**config.mk**
```make
export PLATFORM = sky130hd
export DESIGN_NAME = move_sequencer
export DESIGN_NICKNAME = d
export VERILOG_FILES = /design/src/rtl/rbot_pkg.sv /design/src/rtl/cmd_fifo.sv /design/src/rtl/move_sequencer.sv
export SDC_FILE = /design/constraint.sdc
export NUM_CORES = 1
export LEC_CHECK = 0
export CAP_MARGIN = 5
export CORE_MARGIN = 2
export CORE_UTILIZATION = 44
export CTS_CLUSTER_SIZE = 12
export DETAILED_ROUTE_END_ITERATION = 10
export PLACE_DENSITY_LB_ADDON = 0.12
export SYNTH_ARGS = -nofsm -noshare
export SYNTH_HDL_FRONTEND = slang
export SYNTH_SLANG_ARGS = --single-unit
export TNS_END_PERCENT = 5
```
**constraint.sdc**
```tcl
create_clock -name clock -period 4.4 [get_ports clock]
set_input_delay 0.44 -clock clock [delete_from_list [all_inputs] [get_ports clock]]
set_output_delay 0.44 -clock clock [all_outputs]
set_load 0.01 [all_outputs]
```
**src/rtl/rbot_pkg.sv**
```systemverilog
// Shared types for the cube-robot move sequencer: FSM encoding and the queued command record.
// Pure declarations; no logic.
package rbot_pkg;

  localparam int MOTOR_W = 3;
  localparam int STEPS_W = 8;

  typedef enum logic [2:0] {
    ST_IDLE,
    ST_ISSUE,
    ST_ACK,
    ST_RUN,
    ST_SETTLE,
    ST_HALT
  } state_e;

  typedef struct packed {
    logic [MOTOR_W-1:0] motor;
    logic               dir;
    logic [STEPS_W-1:0] steps;
  } cmd_t;

  localparam int CMD_W = $bits(cmd_t);

  // One-hot select over the full 3-bit index space; callers truncate to NUM_MOTORS.
  function automatic logic [7:0] motor_mask(input logic [MOTOR_W-1:0] m);
    return 8'(1) << m;
  endfunction

endpackage

```
**src/rtl/cmd_fifo.sv**
```systemverilog
// Generic synchronous FIFO with first-word-fall-through read; full/empty from extra-bit pointers.
// Zero-latency read of the head entry; pushes while full and pops while empty are ignored.
module cmd_fifo #(
  parameter int DEPTH = 4,
  parameter int WIDTH = 12
) (
  input  logic             clock,
  input  logic             reset_n,
  input  logic             push_i,
  input  logic [WIDTH-1:0] wdata_i,
  input  logic             pop_i,
  output logic [WIDTH-1:0] rdata_o,
  output logic             full_o,
  output logic             empty_o
);

  localparam int AW = (DEPTH > 1) ? $clog2(DEPTH) : 1;
  localparam logic [AW:0] PTR_ONE = (AW + 1)'(1);

  logic [WIDTH-1:0] mem_q [DEPTH];
  logic [AW:0]      wr_ptr_q;
  logic [AW:0]      rd_ptr_q;

  assign empty_o = (wr_ptr_q == rd_ptr_q);
  assign full_o  = (wr_ptr_q[AW] != rd_ptr_q[AW]) &&
                   (wr_ptr_q[AW-1:0] == rd_ptr_q[AW-1:0]);
  assign rdata_o = mem_q[rd_ptr_q[AW-1:0]];

  always_ff @(posedge clock or negedge reset_n) begin
    if (!reset_n) begin
      wr_ptr_q <= '0;
      rd_ptr_q <= '0;
    end else begin
      if (push_i && !full_o)  wr_ptr_q <= wr_ptr_q + PTR_ONE;
      if (pop_i  && !empty_o) rd_ptr_q <= rd_ptr_q + PTR_ONE;
    end
  end

  always_ff @(posedge clock) begin
    if (push_i && !full_o) mem_q[wr_ptr_q[AW-1:0]] <= wdata_i;
  end

endmodule

```
**src/rtl/move_sequencer.sv**
```systemverilog
// Queues stepper move commands, issues each as a one-cycle start pulse, then tracks the driver's done handshake.
// Push-to-start is two cycles from an empty idle queue; cmd_ready drops when the queue is full or the sequencer has halted.
module move_sequencer
  import rbot_pkg::*;
#(
  parameter int NUM_MOTORS       = 6,
  parameter int FIFO_DEPTH       = 4,
  parameter int STEP_HALF_PERIOD = 50000,
  parameter int SETTLE_CYCLES    = 1000,
  parameter int ACK_TIMEOUT      = 4
) (
  input  logic                  clock,
  input  logic                  reset_n,
  input  logic                  cmd_valid,
  output logic                  cmd_ready,
  input  logic [MOTOR_W-1:0]    cmd_motor,
  input  logic                  cmd_dir,
  input  logic [STEPS_W-1:0]    cmd_steps,
  output logic                  step_clock,
  output logic [NUM_MOTORS-1:0] start,
  output logic [STEPS_W-1:0]    steps,
  output logic [NUM_MOTORS-1:0] dir,
  input  logic [NUM_MOTORS-1:0] done,
  output logic                  busy,
  output logic                  fault,
  output logic [7:0]            moves_done
);

  localparam int CMAX = (SETTLE_CYCLES > ACK_TIMEOUT) ? SETTLE_CYCLES : ACK_TIMEOUT;
  localparam int CW   = (CMAX > 1) ? $clog2(CMAX) : 1;
  localparam logic [CW-1:0] ACK_LAST    = CW'(ACK_TIMEOUT - 1);
  localparam logic [CW-1:0] SETTLE_LAST = CW'((SETTLE_CYCLES > 0) ? SETTLE_CYCLES - 1 : 0);
  localparam logic [CW-1:0] CNT_ONE     = CW'(1);
  localparam int DW = (STEP_HALF_PERIOD > 1) ? $clog2(STEP_HALF_PERIOD) : 1;
  localparam logic [DW-1:0] DIV_LAST = DW'(STEP_HALF_PERIOD - 1);
  localparam logic [DW-1:0] DIV_ONE  = DW'(1);
  localparam logic [MOTOR_W:0] NUM_M = (MOTOR_W + 1)'(NUM_MOTORS);

  state_e                  state_q, state_d;
  logic [MOTOR_W-1:0]      motor_q, motor_d;
  logic [CW-1:0]           cnt_q, cnt_d;
  logic [NUM_MOTORS-1:0]   start_q, start_d;
  logic [STEPS_W-1:0]      steps_q, steps_d;
  logic [NUM_MOTORS-1:0]   dir_q, dir_d;
  logic                    fault_q, fault_d;
  logic [7:0]              moves_q, moves_d;
  logic [DW-1:0]           div_q;
  logic                    step_clk_q;

  cmd_t                    fifo_wdata, fifo_rdata;
  logic                    fifo_push, fifo_pop, fifo_full, fifo_empty;
  logic [NUM_MOTORS-1:0]   new_mask, cur_mask;
  logic                    done_sel;

  assign cmd_ready  = !fifo_full && (state_q != ST_HALT);
  assign fifo_push  = cmd_valid && cmd_ready;
  assign fifo_wdata = '{motor: cmd_motor, dir: cmd_dir, steps: cmd_steps};

  cmd_fifo #(
    .DEPTH (FIFO_DEPTH),
    .WIDTH (CMD_W)
  ) u_cmd_fifo (
    .clock   (clock),
    .reset_n (reset_n),
    .push_i  (fifo_push),
    .wdata_i (fifo_wdata),
    .pop_i   (fifo_pop),
    .rdata_o (fifo_rdata),
    .full_o  (fifo_full),
    .empty_o (fifo_empty)
  );

  assign new_mask = NUM_MOTORS'(motor_mask(fifo_rdata.motor));
  assign cur_mask = NUM_MOTORS'(motor_mask(motor_q));
  // Masking first keeps stale or X levels on unselected drivers out of the decision.
  assign done_sel = |(done & cur_mask);

  always_comb begin
    state_d  = state_q;
    motor_d  = motor_q;
    cnt_d    = cnt_q;
    start_d  = '0;
    steps_d  = steps_q;
    dir_d    = dir_q;
    fault_d  = fault_q;
    moves_d  = moves_q;
    fifo_pop = 1'b0;
    case (state_q)
      ST_IDLE: begin
        if (!fifo_empty) begin
          fifo_pop = 1'b1;
          if ({1'b0, fifo_rdata.motor} < NUM_M) begin
            motor_d = fifo_rdata.motor;
            start_d = new_mask;
            steps_d = fifo_rdata.steps;
            dir_d   = (dir_q & ~new_mask) | (new_mask & {NUM_MOTORS{fifo_rdata.dir}});
            state_d = ST_ISSUE;
          end else begin
            fault_d = 1'b1;
          end
        end
      end
      ST_ISSUE: begin
        cnt_d   = '0;
        state_d = ST_ACK;
      end
      ST_ACK: begin
        if (done_sel == 1'b0) begin
          state_d = ST_RUN;
        end else if (cnt_q == ACK_LAST) begin
          fault_d = 1'b1;
          state_d = ST_HALT;
        end else begin
          cnt_d = cnt_q + CNT_ONE;
        end
      end
      ST_RUN: begin
        if (done_sel == 1'b1) begin
          moves_d = moves_q + 8'd1;
          cnt_d   = '0;
          state_d = (SETTLE_CYCLES == 0) ? ST_IDLE : ST_SETTLE;
        end
      end
      ST_SETTLE: begin
        if (cnt_q == SETTLE_LAST) state_d = ST_IDLE;
        else                      cnt_d   = cnt_q + CNT_ONE;
      end
      ST_HALT: ;
      default: state_d = ST_IDLE;
    endcase
  end

  always_ff @(posedge clock or negedge reset_n) begin
    if (!reset_n) begin
      state_q <= ST_IDLE;
      motor_q <= '0;
      cnt_q   <= '0;
      start_q <= '0;
      steps_q <= '0;
      dir_q   <= '0;
      fault_q <= 1'b0;
      moves_q <= '0;
    end else begin
      state_q <= state_d;
      motor_q <= motor_d;
      cnt_q   <= cnt_d;
      start_q <= start_d;
      steps_q <= steps_d;
      dir_q   <= dir_d;
      fault_q <= fault_d;
      moves_q <= moves_d;
    end
  end

  // Free-running divider shared by every driver; deliberately ignores FSM state.
  always_ff @(posedge clock or negedge reset_n) begin
    if (!reset_n) begin
      div_q      <= '0;
      step_clk_q <= 1'b0;
    end else if (div_q == DIV_LAST) begin
      div_q      <= '0;
      step_clk_q <= ~step_clk_q;
    end else begin
      div_q <= div_q + DIV_ONE;
    end
  end

  assign step_clock = step_clk_q;
  assign start      = start_q;
  assign steps      = steps_q;
  assign dir        = dir_q;
  assign fault      = fault_q;
  assign moves_done = moves_q;
  assign busy       = (state_q != ST_IDLE) || !fifo_empty;

endmodule
```
==> flow_summary.html <==
<table>
<tr><th>Metric</th><th>Value</th></tr>
<tr><th colspan="2">Route</th></tr>
<tr><td>WL/cell</td><td>16.4 um</td></tr>
<tr><td>Drt pass-1 iters</td><td>4</td></tr>
<tr><td>Detailed-route vias per instance</td><td>5.27</td></tr>
<tr><td>Number of design-rule violations left by the first detailed-router iteration</td><td>127</td></tr>
<tr><td>Via count</td><td>3044</td></tr>
<tr><td>Final wirelength</td><td>9460 um</td></tr>
<tr><td>Antenna Nets Post-Route</td><td>0</td></tr>
<tr><td>Count of unresolved DRC violations after routing</td><td>0</td></tr>
<tr><th colspan="2">STA</th></tr>
<tr><td>Worst clock skew</td><td>0.00739 ns</td></tr>
<tr><td>Setup TNS Final</td><td>0 ns</td></tr>
<tr><td>Final cycle utilization of the critical path</td><td>70.2%</td></tr>
<tr><td>Peak clock frequency supported by timing</td><td>324 MHz</td></tr>
<tr><td>Max-slew violations</td><td>0</td></tr>
<tr><td>Max-Slew Margin vs Limit</td><td>41.9%</td></tr>
<tr><td>Final number of hold-violating endpoints</td><td>0</td></tr>
<tr><td>Unrepaired setup endpoints after global routing</td><td>false</td></tr>
<tr><td>Number of endpoints failing setup at the final stage</td><td>0</td></tr>
<tr><td>Worst hold slack</td><td>0.0855 ns</td></tr>
<tr><td>Time the final worst path needs with I/O delays and setup</td><td>3.09 ns</td></tr>
<tr><td>Worst Max-Slew Pin Slew</td><td>0.872 ns</td></tr>
<tr><th colspan="2">Clocking</th></tr>
<tr><td>CTS tree</td><td>yes</td></tr>
<tr><td>Maximum buffer depth of the clock tree</td><td>2</td></tr>
<tr><td>Root Buffer</td><td>sky130_fd_sc_hd__clkbuf_16</td></tr>
<tr><td>Clock latency of the later-clocked register in the worst-skew pair</td><td>0.41 ns</td></tr>
<tr><td>Clock input transition at the sequential cells of the worst setup and hold paths</td><td>0.05 ns</td></tr>
<tr><td>Number of H-tree branching levels</td><td>4</td></tr>
<tr><td>Number of instances resized during post-cts repair</td><td>0</td></tr>
<tr><td>Number of sinks driven by the clock tree</td><td>116</td></tr>
<tr><td>Cts bufs inserted</td><td>17</td></tr>
<tr><td>Post-CTS Hold Fix Bufs</td><td>0</td></tr>
<tr><td>Number of buffers inserted to repair setup after CTS</td><td>0</td></tr>
<tr><th colspan="2">Global routing</th></tr>
<tr><td>Wire length of the first global-routing pass</td><td>15900 um</td></tr>
<tr><td>Gr ovfl total</td><td>0</td></tr>
<tr><td>Global Route Usage Sum</td><td>16.9%</td></tr>
<tr><td>Number of global-route vias before repair</td><td>3161</td></tr>
<tr><td>Pin count of the biggest net entering global routing</td><td>40</td></tr>
<tr><td>Antenna violations before repair</td><td>0</td></tr>
<tr><th colspan="2">Finish</th></tr>
<tr><td>Most common cell after layout, fill and taps aside</td><td>sky130_fd_sc_hd__dfrtp_1</td></tr>
<tr><td>Share of layout cells above drive strength 1</td><td>15.9%</td></tr>
<tr><td>Net count of the finished layout</td><td>451</td></tr>
<tr><td>Count of fill cells added during filler insertion</td><td>943</td></tr>
<tr><td>ANT cells</td><td>0</td></tr>
<tr><td>Utilization after layout</td><td>55.8%</td></tr>
<tr><td>Area growth from synthesis to layout</td><td>25.2%</td></tr>
<tr><td>Area of combinational cells with multiple inputs</td><td>0.00178 mm2</td></tr>
<tr><td>Register area</td><td>0.00314 mm2</td></tr>
<tr><td>Final design area excluding fillers</td><td>0.00629 mm2</td></tr>
<tr><td>Commonest non-fill, non-tap cells in the layout</td><td>sky130_fd_sc_hd__dfrtp_1, sky130_fd_sc_hd__clkdlybuf4s50_1, sky130_fd_sc_hd__edfxtp_1, sky130_fd_sc_hd__nor2_1, sky130_fd_sc_hd__nand3_1</td></tr>
<tr><th colspan="2">Power</th></tr>
<tr><td>Worst vdd rail ir drop</td><td>0.378 mV</td></tr>
<tr><td>Total power density per cell area</td><td>699 mW/mm2</td></tr>
<tr><td>Leakage power total</td><td>0.00248 uW</td></tr>
<tr><th colspan="2">Floorplanning</th></tr>
<tr><td>Floorplan die area</td><td>0.0123 mm2</td></tr>
<tr><td>IO Count</td><td>53</td></tr>
<tr><td>CORE AREA</td><td>0.0113 mm2</td></tr>
<tr><td>X dimension of the die</td><td>111 um</td></tr>
<tr><td>Die outline height</td><td>111 um</td></tr>
<tr><td># rows</td><td>39</td></tr>
<tr><td>Starting utilization of the core area</td><td>44.5%</td></tr>
<tr><th colspan="2">Logic synthesis</th></tr>
<tr><td>Count of flip-flops with a built-in enable after synthesis</td><td>48</td></tr>
<tr><td>Cell accounting for the most synthesized area</td><td>sky130_fd_sc_hd__dfrtp_1</td></tr>
<tr><td>Synthesized net count</td><td>390</td></tr>
<tr><td>Asr flop ratio synth</td><td>58.6%</td></tr>
<tr><td>Post-synth cell types</td><td>51</td></tr>
<tr><td>Post-synth top area share</td><td>33.9%</td></tr>
<tr><td>Biggest area contributors in the synthesized netlist</td><td>sky130_fd_sc_hd__dfrtp_1, sky130_fd_sc_hd__edfxtp_1, sky130_fd_sc_hd__mux4_2</td></tr>
<tr><td>Sequential-to-total area share from yosys stat</td><td>62.6%</td></tr>
<tr><td>Area of the mapped netlist</td><td>0.00502 mm2</td></tr>
<tr><td>Register bit count reported by yosys</td><td>116</td></tr>
<tr><td>Count of synthesis-stage warnings from yosys</td><td>0</td></tr>
<tr><td>Average footprint of a synthesized cell</td><td>13.9 um2</td></tr>
<tr><td>Predominant post-synthesis flop cell</td><td>sky130_fd_sc_hd__dfrtp_1</td></tr>
<tr><td>Post-synthesis instance total</td><td>361</td></tr>
<tr><th colspan="2">Setup path</th></tr>
<tr><td>Worst Path Class, Setup</td><td>flip-flop to output port</td></tr>
<tr><td>Arrival time of data at the critical path endpoint</td><td>2.65 ns</td></tr>
<tr><td>Peak fanout along the critical path</td><td>15</td></tr>
<tr><td>Crit start category</td><td>flip-flop</td></tr>
<tr><td>WP data required</td><td>3.96 ns</td></tr>
<tr><td>Setup crit end kind</td><td>output port</td></tr>
<tr><th colspan="2">Place</th></tr>
<tr><td>Routability congestion estimate</td><td>0.795</td></tr>
<tr><td>HPWL after detailed placement</td><td>6340 um</td></tr>
<tr><td>Cell area reported after detailed placement</td><td>0.00566 mm2</td></tr>
<tr><td>Number of buffer cells added on primary ports</td><td>52</td></tr>
<tr><th colspan="2">Outcome</th></tr>
<tr><td>Status</td><td>completed</td></tr>
<tr><th colspan="2">Hold path</th></tr>
<tr><td>Class of the tightest hold or removal check</td><td>input port to asynchronous set/reset pin</td></tr>
<tr><th colspan="2">Flow run</th></tr>
<tr><td>Max-cap violations</td><td>0</td></tr>
</table>
==> worst max-delay path, cell delays in order (launching register included) <==
cell                              delay (ns)
sky130_fd_sc_hd__dfrtp_1                0.91
sky130_fd_sc_hd__xnor2_1                0.21
sky130_fd_sc_hd__a31oi_1                0.48
sky130_fd_sc_hd__clkdlybuf4s50_1        0.63
==> flip-flops by register name (all words and copies together) (netlist names), named ones only <==
signal,count
state_q,3
moves_done,8
fault,1
div_q,16
start,6
step_clock,1
u_cmd_fifo.wr_ptr_q,3
u_cmd_fifo.mem_q,48
u_cmd_fifo.rd_ptr_q,3
steps,8
cnt_q,10
motor_q,3
==> final timing paths <==
check | slack [ns] | start | endpoint | cells past startpoint
worst max-delay path | 1.31 | u_cmd_fifo.rd_ptr_q[0] | cmd_ready | 3
max in group asynchronous | 3.35 | reset_n | u_cmd_fifo.rd_ptr_q[0] | 2
worst min register to register | 0.47 | div_q[10] | div_q[10] | 1
min in group clock | 0.47 | div_q[10] | div_q[10] | 1
worst min-delay path | 0.09 | reset_n | div_q[15] | 1
worst max register to register | 1.76 | u_cmd_fifo.rd_ptr_q[0] | u_cmd_fifo.mem_q[3][9] | 3
==> synth_stat cells, types with 4 or more instances <==
cell	instances
sky130_fd_sc_hd__a31oi_1	4
sky130_fd_sc_hd__nor2_1	23
sky130_fd_sc_hd__nand2_1	16
sky130_fd_sc_hd__nand3_1	19
sky130_fd_sc_hd__mux4_2	13
sky130_fd_sc_hd__edfxtp_1	48
sky130_fd_sc_hd__and3_1	14
sky130_fd_sc_hd__ha_1	8
sky130_fd_sc_hd__xnor2_1	16
sky130_fd_sc_hd__nand4_1	9
sky130_fd_sc_hd__xor2_1	15
sky130_fd_sc_hd__o21ai_0	4
sky130_fd_sc_hd__o211ai_1	4
sky130_fd_sc_hd__nand2b_1	5
sky130_fd_sc_hd__dfrtp_1	68
sky130_fd_sc_hd__mux2_2	16
sky130_fd_sc_hd__nor3_1	6
sky130_fd_sc_hd__clkbuf_1	5
sky130_fd_sc_hd__nor4_1	5
sky130_fd_sc_hd__inv_1	10
==> logic make-up (layout without fill, tap and decap cells) <==
group | after synthesis | in the layout | synth area share [%]
flops | 116 | 116 | 62.6
fa+ha+maj | 8 | 8 | 1.99
simple gates | 123 | 123 | 13.5
compound gates | 30 | 30 | 4.41
mux | 32 | 32 | 10.1
xor+xnor | 31 | 31 | 5.41
buf+inv | 21 | 95 | 2.02
==> power by group <==
part	total [uW]	internal (uW)	leakage (uW)	switching, uW
registers	1720	1430	0.00130	292
clock network	1430	950	0.000302	479
logic	1240	647	0.000878	598
==> layout make-up <==
class,count,share of cell area (%)
inverter,10,0.597
timing repair buffer,53,8.32
clock buffer,21,7.64
sequential,116,50.0
multi-input combinational,224,28.3
clock inverter,11,2.37
tap,143,2.85
==> per-layer routing <==
layer | GRT usage [%] | part of all wire (%) | vias up
met5 | 0 | 0 | -
met4 | 6.50 | 1.3 | 0
met3 | 6.45 | 4.7 | 9
met2 | 26.9 | 50 | 66
met1 | 21.1 | 44 | 1496
li1 | - | - | 1473
==> metrics by stage <==
step                instances  power [uW]  worst slack, ns
finish                    578        4400             1.31
global route              578        4680             1.04
CTS                       578        4470             1.20
detailed placement        546        3010             1.63
global placement          546        2980             1.70
floorplan                 361        2540             2.38
No activity file was read; power rests on OpenSTA's default activity.
